$ cat config.mk
export PLATFORM = sky130hd
export DESIGN_NAME = div_sequencer
export DESIGN_NICKNAME = d
export VERILOG_FILES = /design/src/rtl/rv32i_pkg.sv /design/src/rtl/div_sequencer.sv
export SDC_FILE = /design/constraint.sdc
export NUM_CORES = 1
export LEC_CHECK = 0
export ABC_CLOCK_PERIOD_IN_PS = 2800
export BUFFER_PORTS_ARGS = -buffer_cell sky130_fd_sc_hd__buf_2
export CAP_MARGIN = 0
export CORE_MARGIN = 4
export CORE_UTILIZATION = 50
export CTS_CLUSTER_SIZE = 12
export DETAILED_ROUTE_END_ITERATION = 8
export PLACE_DENSITY = 0.74
export SYNTH_ARGS = -nofsm -noshare
export SYNTH_HDL_FRONTEND = slang
export SYNTH_SLANG_ARGS = --single-unit
$ cat constraint.sdc
create_clock -name clk -period 2.8 [get_ports clk]
set_clock_uncertainty 0.2 [all_clocks]
set_input_delay 0.28 -clock clk [delete_from_list [all_inputs] [get_ports clk]]
set_output_delay 0.28 -clock clk [all_outputs]
set_load 0.01 [all_outputs]
$ cat src/rtl/rv32i_pkg.sv
// Shared RV32I core types: ALU opcodes, divide opcodes and the divider iteration count.
package rv32i_pkg;

    typedef enum logic [3:0] {
        ALU_ADD, ALU_SUB, ALU_AND, ALU_OR, ALU_XOR,
        ALU_SLL, ALU_SRL, ALU_SRA, ALU_SLT, ALU_SLTU
    } alu_op_e;

    typedef enum logic [1:0] {DIV, DIVU, REM, REMU} div_op_e;

    localparam int DIV_ITERS = 32;

endpackage

$ cat src/rtl/div_sequencer.sv
// Multi-cycle restoring divider borrowing the shared ALU: 36 cycles start->done (1 on fastpath).
// No backpressure: start is only accepted in IDLE, the pipeline stalls on busy; flush aborts.
module div_sequencer
    import rv32i_pkg::*;
#(
    parameter bit FASTPATH = 1'b1
) (
    input  logic        clk,
    input  logic        rst,
    input  logic        start,
    input  div_op_e     div_op,
    input  logic [31:0] rs1,
    input  logic [31:0] rs2,
    input  logic        flush,
    output logic        busy,
    output logic        done,
    output logic [31:0] result,
    output logic        alu_own,
    output alu_op_e     alu_op_o,
    output logic [31:0] alu_a,
    output logic [31:0] alu_b,
    input  logic [31:0] alu_res
);

    typedef enum logic [2:0] {S_IDLE, S_NEG_A, S_NEG_B, S_ITER, S_FIX, S_DONE} state_e;

    state_e      state;
    logic [4:0]  cnt;
    logic [31:0] dvd;
    logic [31:0] divisor;
    logic [31:0] rem;
    logic        is_rem;
    logic        neg_a;
    logic        neg_b;
    logic        neg_res;

    logic        op_signed;
    logic        op_rem;
    logic [31:0] rem_sh;
    logic        cmp;

    assign op_signed = (div_op == DIV) || (div_op == REM);
    assign op_rem    = (div_op == REM) || (div_op == REMU);
    assign rem_sh    = {rem[30:0], dvd[31]};
    // rem_sh can carry a 33rd bit out of rem[31]; compare on 33 bits.
    assign cmp       = {rem[31], rem_sh} >= {1'b0, divisor};
    assign alu_own   = busy;

    always_comb begin
        alu_op_o = ALU_ADD;
        alu_a    = '0;
        alu_b    = '0;
        case (state)
            S_NEG_A: begin
                alu_op_o = neg_a ? ALU_SUB : ALU_ADD;
                alu_a    = neg_a ? 32'd0 : dvd;
                alu_b    = neg_a ? dvd : 32'd0;
            end
            S_NEG_B: begin
                alu_op_o = neg_b ? ALU_SUB : ALU_ADD;
                alu_a    = neg_b ? 32'd0 : divisor;
                alu_b    = neg_b ? divisor : 32'd0;
            end
            S_ITER: begin
                alu_op_o = ALU_SUB;
                alu_a    = rem_sh;
                alu_b    = divisor;
            end
            S_FIX: begin
                alu_op_o = neg_res ? ALU_SUB : ALU_ADD;
                alu_a    = neg_res ? 32'd0 : (is_rem ? rem : dvd);
                alu_b    = neg_res ? (is_rem ? rem : dvd) : 32'd0;
            end
            default: ;
        endcase
    end

    always_ff @(posedge clk) begin
        if (rst) begin
            state   <= S_IDLE;
            busy    <= 1'b0;
            done    <= 1'b0;
            result  <= '0;
            cnt     <= '0;
            dvd     <= '0;
            divisor <= '0;
            rem     <= '0;
            is_rem  <= 1'b0;
            neg_a   <= 1'b0;
            neg_b   <= 1'b0;
            neg_res <= 1'b0;
        end else if (flush) begin
            state <= S_IDLE;
            busy  <= 1'b0;
            done  <= 1'b0;
        end else begin
            case (state)
                S_IDLE: begin
                    done <= 1'b0;
                    if (start) begin
                        dvd     <= rs1;
                        divisor <= rs2;
                        rem     <= '0;
                        cnt     <= '0;
                        is_rem  <= op_rem;
                        neg_a   <= op_signed && rs1[31];
                        neg_b   <= op_signed && rs2[31];
                        // Divide-by-zero quotient stays all-ones even for signed DIV.
                        neg_res <= op_signed && (op_rem ? rs1[31]
                                                        : (rs1[31] ^ rs2[31]) && (rs2 != 32'd0));
                        busy    <= 1'b1;
                        if (FASTPATH && rs2 == 32'd0) begin
                            result <= op_rem ? rs1 : 32'hFFFF_FFFF;
                            done   <= 1'b1;
                            state  <= S_DONE;
                        end else if (FASTPATH && op_signed && rs1 == 32'h8000_0000
                                     && rs2 == 32'hFFFF_FFFF) begin
                            result <= op_rem ? 32'd0 : 32'h8000_0000;
                            done   <= 1'b1;
                            state  <= S_DONE;
                        end else begin
                            state <= S_NEG_A;
                        end
                    end
                end
                S_NEG_A: begin
                    dvd   <= alu_res;
                    state <= S_NEG_B;
                end
                S_NEG_B: begin
                    divisor <= alu_res;
                    state   <= S_ITER;
                end
                S_ITER: begin
                    rem <= cmp ? alu_res : rem_sh;
                    dvd <= {dvd[30:0], cmp};
                    cnt <= cnt + 5'd1;
                    if (cnt == 5'(DIV_ITERS - 1)) state <= S_FIX;
                end
                S_FIX: begin
                    result <= alu_res;
                    done   <= 1'b1;
                    state  <= S_DONE;
                end
                S_DONE: begin
                    done  <= 1'b0;
                    busy  <= 1'b0;
                    state <= S_IDLE;
                end
                default: begin
                    busy  <= 1'b0;
                    done  <= 1'b0;
                    state <= S_IDLE;
                end
            endcase
        end
    end

endmodule

==> results by group <==
Yosys
  • Post-Synth XOR/XNOR Area: 0.185%
  • Seq cells post-synth: 142
  • Adder-cell share of the synthesized area: ~4.5%
  • Mux share of post-synthesis cell area: roughly 11%
  • Largest family of logic cells by synthesized area: compound AO/OA/AOI/OAI gates
  • Gate Count Post-Synth: 1201
  • Post-synthesis simple-gate area fraction: 18.5%
  • Register area share after synthesis: between 20% and 30%
  • Synthesized area per cell: 7.90 um^2
  • Synth unique cells: 59
  • Compound-Gate Fraction of Synth Area: 27.2%
  • Main flop type after synthesis: dfxtp_1
  • Post-synth EDFFs: 0
  • Post-Syn Area: 9490 um^2
  • Asr flop ratio synth: 0%
  • YS warnings: 0

Critical path
  • Kind of critical path: flip-flop to primary output
  • CP Max Fanout: 22
  • Critical Path End Type: primary output
  • Worst setup path startpoint: state[0]
  • CP Launch Type: flip-flop
  • CP arrival: 2230 ps
  • Critical R2R Launch: state[0]
  • CP required: 2320 ps

Cells and area
  • Synth-to-Final Area Change: 23.8%
  • Nets@finish: 1513
  • Final instance area: ~12000 um^2
  • Fraction of layout cells with a size suffix above 1: 23.5%
  • Most common cell after layout, fill and taps aside: buf_2
  • Most frequent cells in the layout: 200 x buf_2, 174 x nand2_1, 140 x dfxtp_1
  • Layout Utilization: 62.8%

Placement
  • Post-DP HPWL: 25100 um
  • Routability cong.: 0.969
  • Post-DP Area: roughly 11000 um^2
  • IO Port Bufs: 201

Detailed routing
  • DR iter-0 viols: 1662
  • Initial DRT Pass Iterations: 9
  • Wirelength per Cell: around 22 um
  • Routed WL: roughly 36000 um
  • Residual DRC: 21
  • ANT nets after route: 0
  • Vias per cell: 6.49
  • Vias after detailed routing: 10.5k

STA
  • WHS: ~22 ps
  • RSZ-0062 raised after global routing: no
  • Tmin final: 2710 ps
  • Fin crit share: slightly below 100%
  • Worst-margin pin slew: about 670 ps
  • Setup violations, final: 0
  • Achievable frequency: 369 MHz
  • Slew Viols, Final: 0
  • Relative slew slack: 55.2%
  • Setup TNS Final: 0 ps
  • Final hold violation count: 0

Flow run
  • Max cap viols: 0

Global routing
  • Vias in the first global route: 9920
  • Antenna violations before repair: 2
  • Global-route wire length before repair: 54700 um
  • Total grt overflow: 0
  • Pin count of the biggest net entering global routing: 138
  • GRT Util Overall: 31.7%

Min path
  • Hold Path Class: input port to flip-flop
  • Hold path start: rs2[30]

Power
  • Sw Share: approximately 28%
  • Internal power: approximately 3.8 mW
  • Tot Pwr: 5.29 mW
  • Peak VDD IR: ~0.00046 V
  • Leak pwr: 4.97 nW
  • Comb power frac: 13.7%
  • Power Density: ~450 nW/um^2
  • P_sw: around 1.5 mW
  • Clk network pwr share: 45.2%
  • Flop pwr share: around 41%

CTS
  • CTS clk-pin slew, worst paths: 60 ps
  • H-tree depth: 4
  • Clock Tree Buf Depth: 2
  • CTS sink count: between 100 and 150
  • CTS tree: built
  • Worst skew pair latency: around 430 ps
  • Root buffer cell: clkbuf_16
  • TritonCTS buffer count: 17

Outcome
  • Status: finished with violations
  • Failing checks: DRC

Floorplanning
  • I/O pin cnt: 205
  • Initial Util: 50.7%
  • Rows: 50
  • Core area: between 15000 and 20000 um^2
  • Chip height: between 100 and 150 um
  • Die ar.: roughly 21000 um^2
  • Die Wd: about 150 um
-- through the flow --
stage	setup slack (ps)	cells
global route	3.60	1624
detailed placement	81.9	1562
CTS	2.84	1622
floorplan	206	1203
global placement	42.2	1562
finish	92.2	1624
-- sequential cells by signal, summed over array words and instances (netlist names) --
name and count:
rem 32, neg_res 1, neg_b 1, cnt 5, is_rem 1, result 32
done 1, state 3, neg_a 1, dvd 32, divisor 32, alu_own 1
-- metal layers --
metal	vias to the layer above	global-route usage (%)	routed length [um]
li1	4800	-	-
met1	4929	42.5	14500
met2	710	48.3	15600
met3	104	9.56	4180
met4	2	12.0	1240
met5	-	0	13
-- synthesized netlist by cell type, types with 4 or more instances --
library cell    n  share of area [%]
ha_1           34                4.5
o211ai_1       61                4.8
a21oi_1        80                4.2
nor3_1         12               0.63
mux2i_1        63                6.6
nand2_1       174                6.9
buf_4           4               0.32
nor2_1        117                4.6
a211oi_1       67                5.3
nor4_1         16                1.1
a22oi_1         5               0.40
clkbuf_1       93                3.7
mux2_4         29                4.6
and4_1          5               0.46
buf_2           8               0.42
a21o_1          6               0.47
dfxtp_1       142                 30
o21ai_0        10               0.53
buf_1           8               0.32
nor2b_1        35                2.3
a222oi_1       64                6.8
nand4_1        11               0.73
o221ai_1       31                2.9
inv_1          71                2.8
-- path summary, 6_finish.rpt --
check                                    to  cells past startpoint  slack [ps]
worst min register to register   result[31]                      2         270
worst max-delay path               alu_b[1]                      8          90
worst max register to register      rem[31]                      7         110
worst min-delay path            divisor[30]                      3          20
-- cell type report --
| type | instances | area (um^2) |
|---|---|---|
| fill | 1631 | 6960 |
| multi-input combinational | 873 | 5980 |
| sequential | 142 | 2850 |
| clock inverter | 13 | 163 |
| timing repair buffer | 271 | 1730 |
| tap | 234 | 293 |
| inverter | 72 | 270 |
| antenna | 1 | 2.50 |
| clock buffer | 18 | 450 |
-- power groups by stage --
stage / logic, mW / registers, mW / clock network [mW]
2_1_floorplan: 0.380 / 2.18 / 0
3_3_place_gp: 0.656 / 2.21 / 0
3_5_place_dp: 0.664 / 2.22 / 0
4_1_cts: 0.701 / 2.17 / 2.40
5_1_grt: 0.777 / 2.18 / 2.51
6_report: 0.725 / 2.18 / 2.39
-- what timing repair did --
item,in CTS,in global routing
endpoints found under the hold margin,29,0
setup endpoints to repair,45,55
pin swaps,2,3
buffers inserted,0,0
hold buffers,29,0
resized for setup,7,9
gates cloned,0,1
-- worst max-delay path, cell delays in order, from the launching register on --
cell,delay [ps]
dfxtp_1,430
nand2b_4,180
nor2_1,70
a22oi_2,190
nor2_2,80
buf_6,190
a222oi_1,430
inv_1,70
buf_2,150
-- kinds of logic after synthesis --
kind of cell / after synthesis
AND/OR/NAND/NOR: 394
flip-flops: 142
XOR/XNOR: 2
buffers and inverters: 189
other: 1
adder cells (fa/ha/maj): 34
AO/OA/AOI/OAI: 345
multiplexers: 94
No activity file was read; power rests on OpenSTA's default activity.
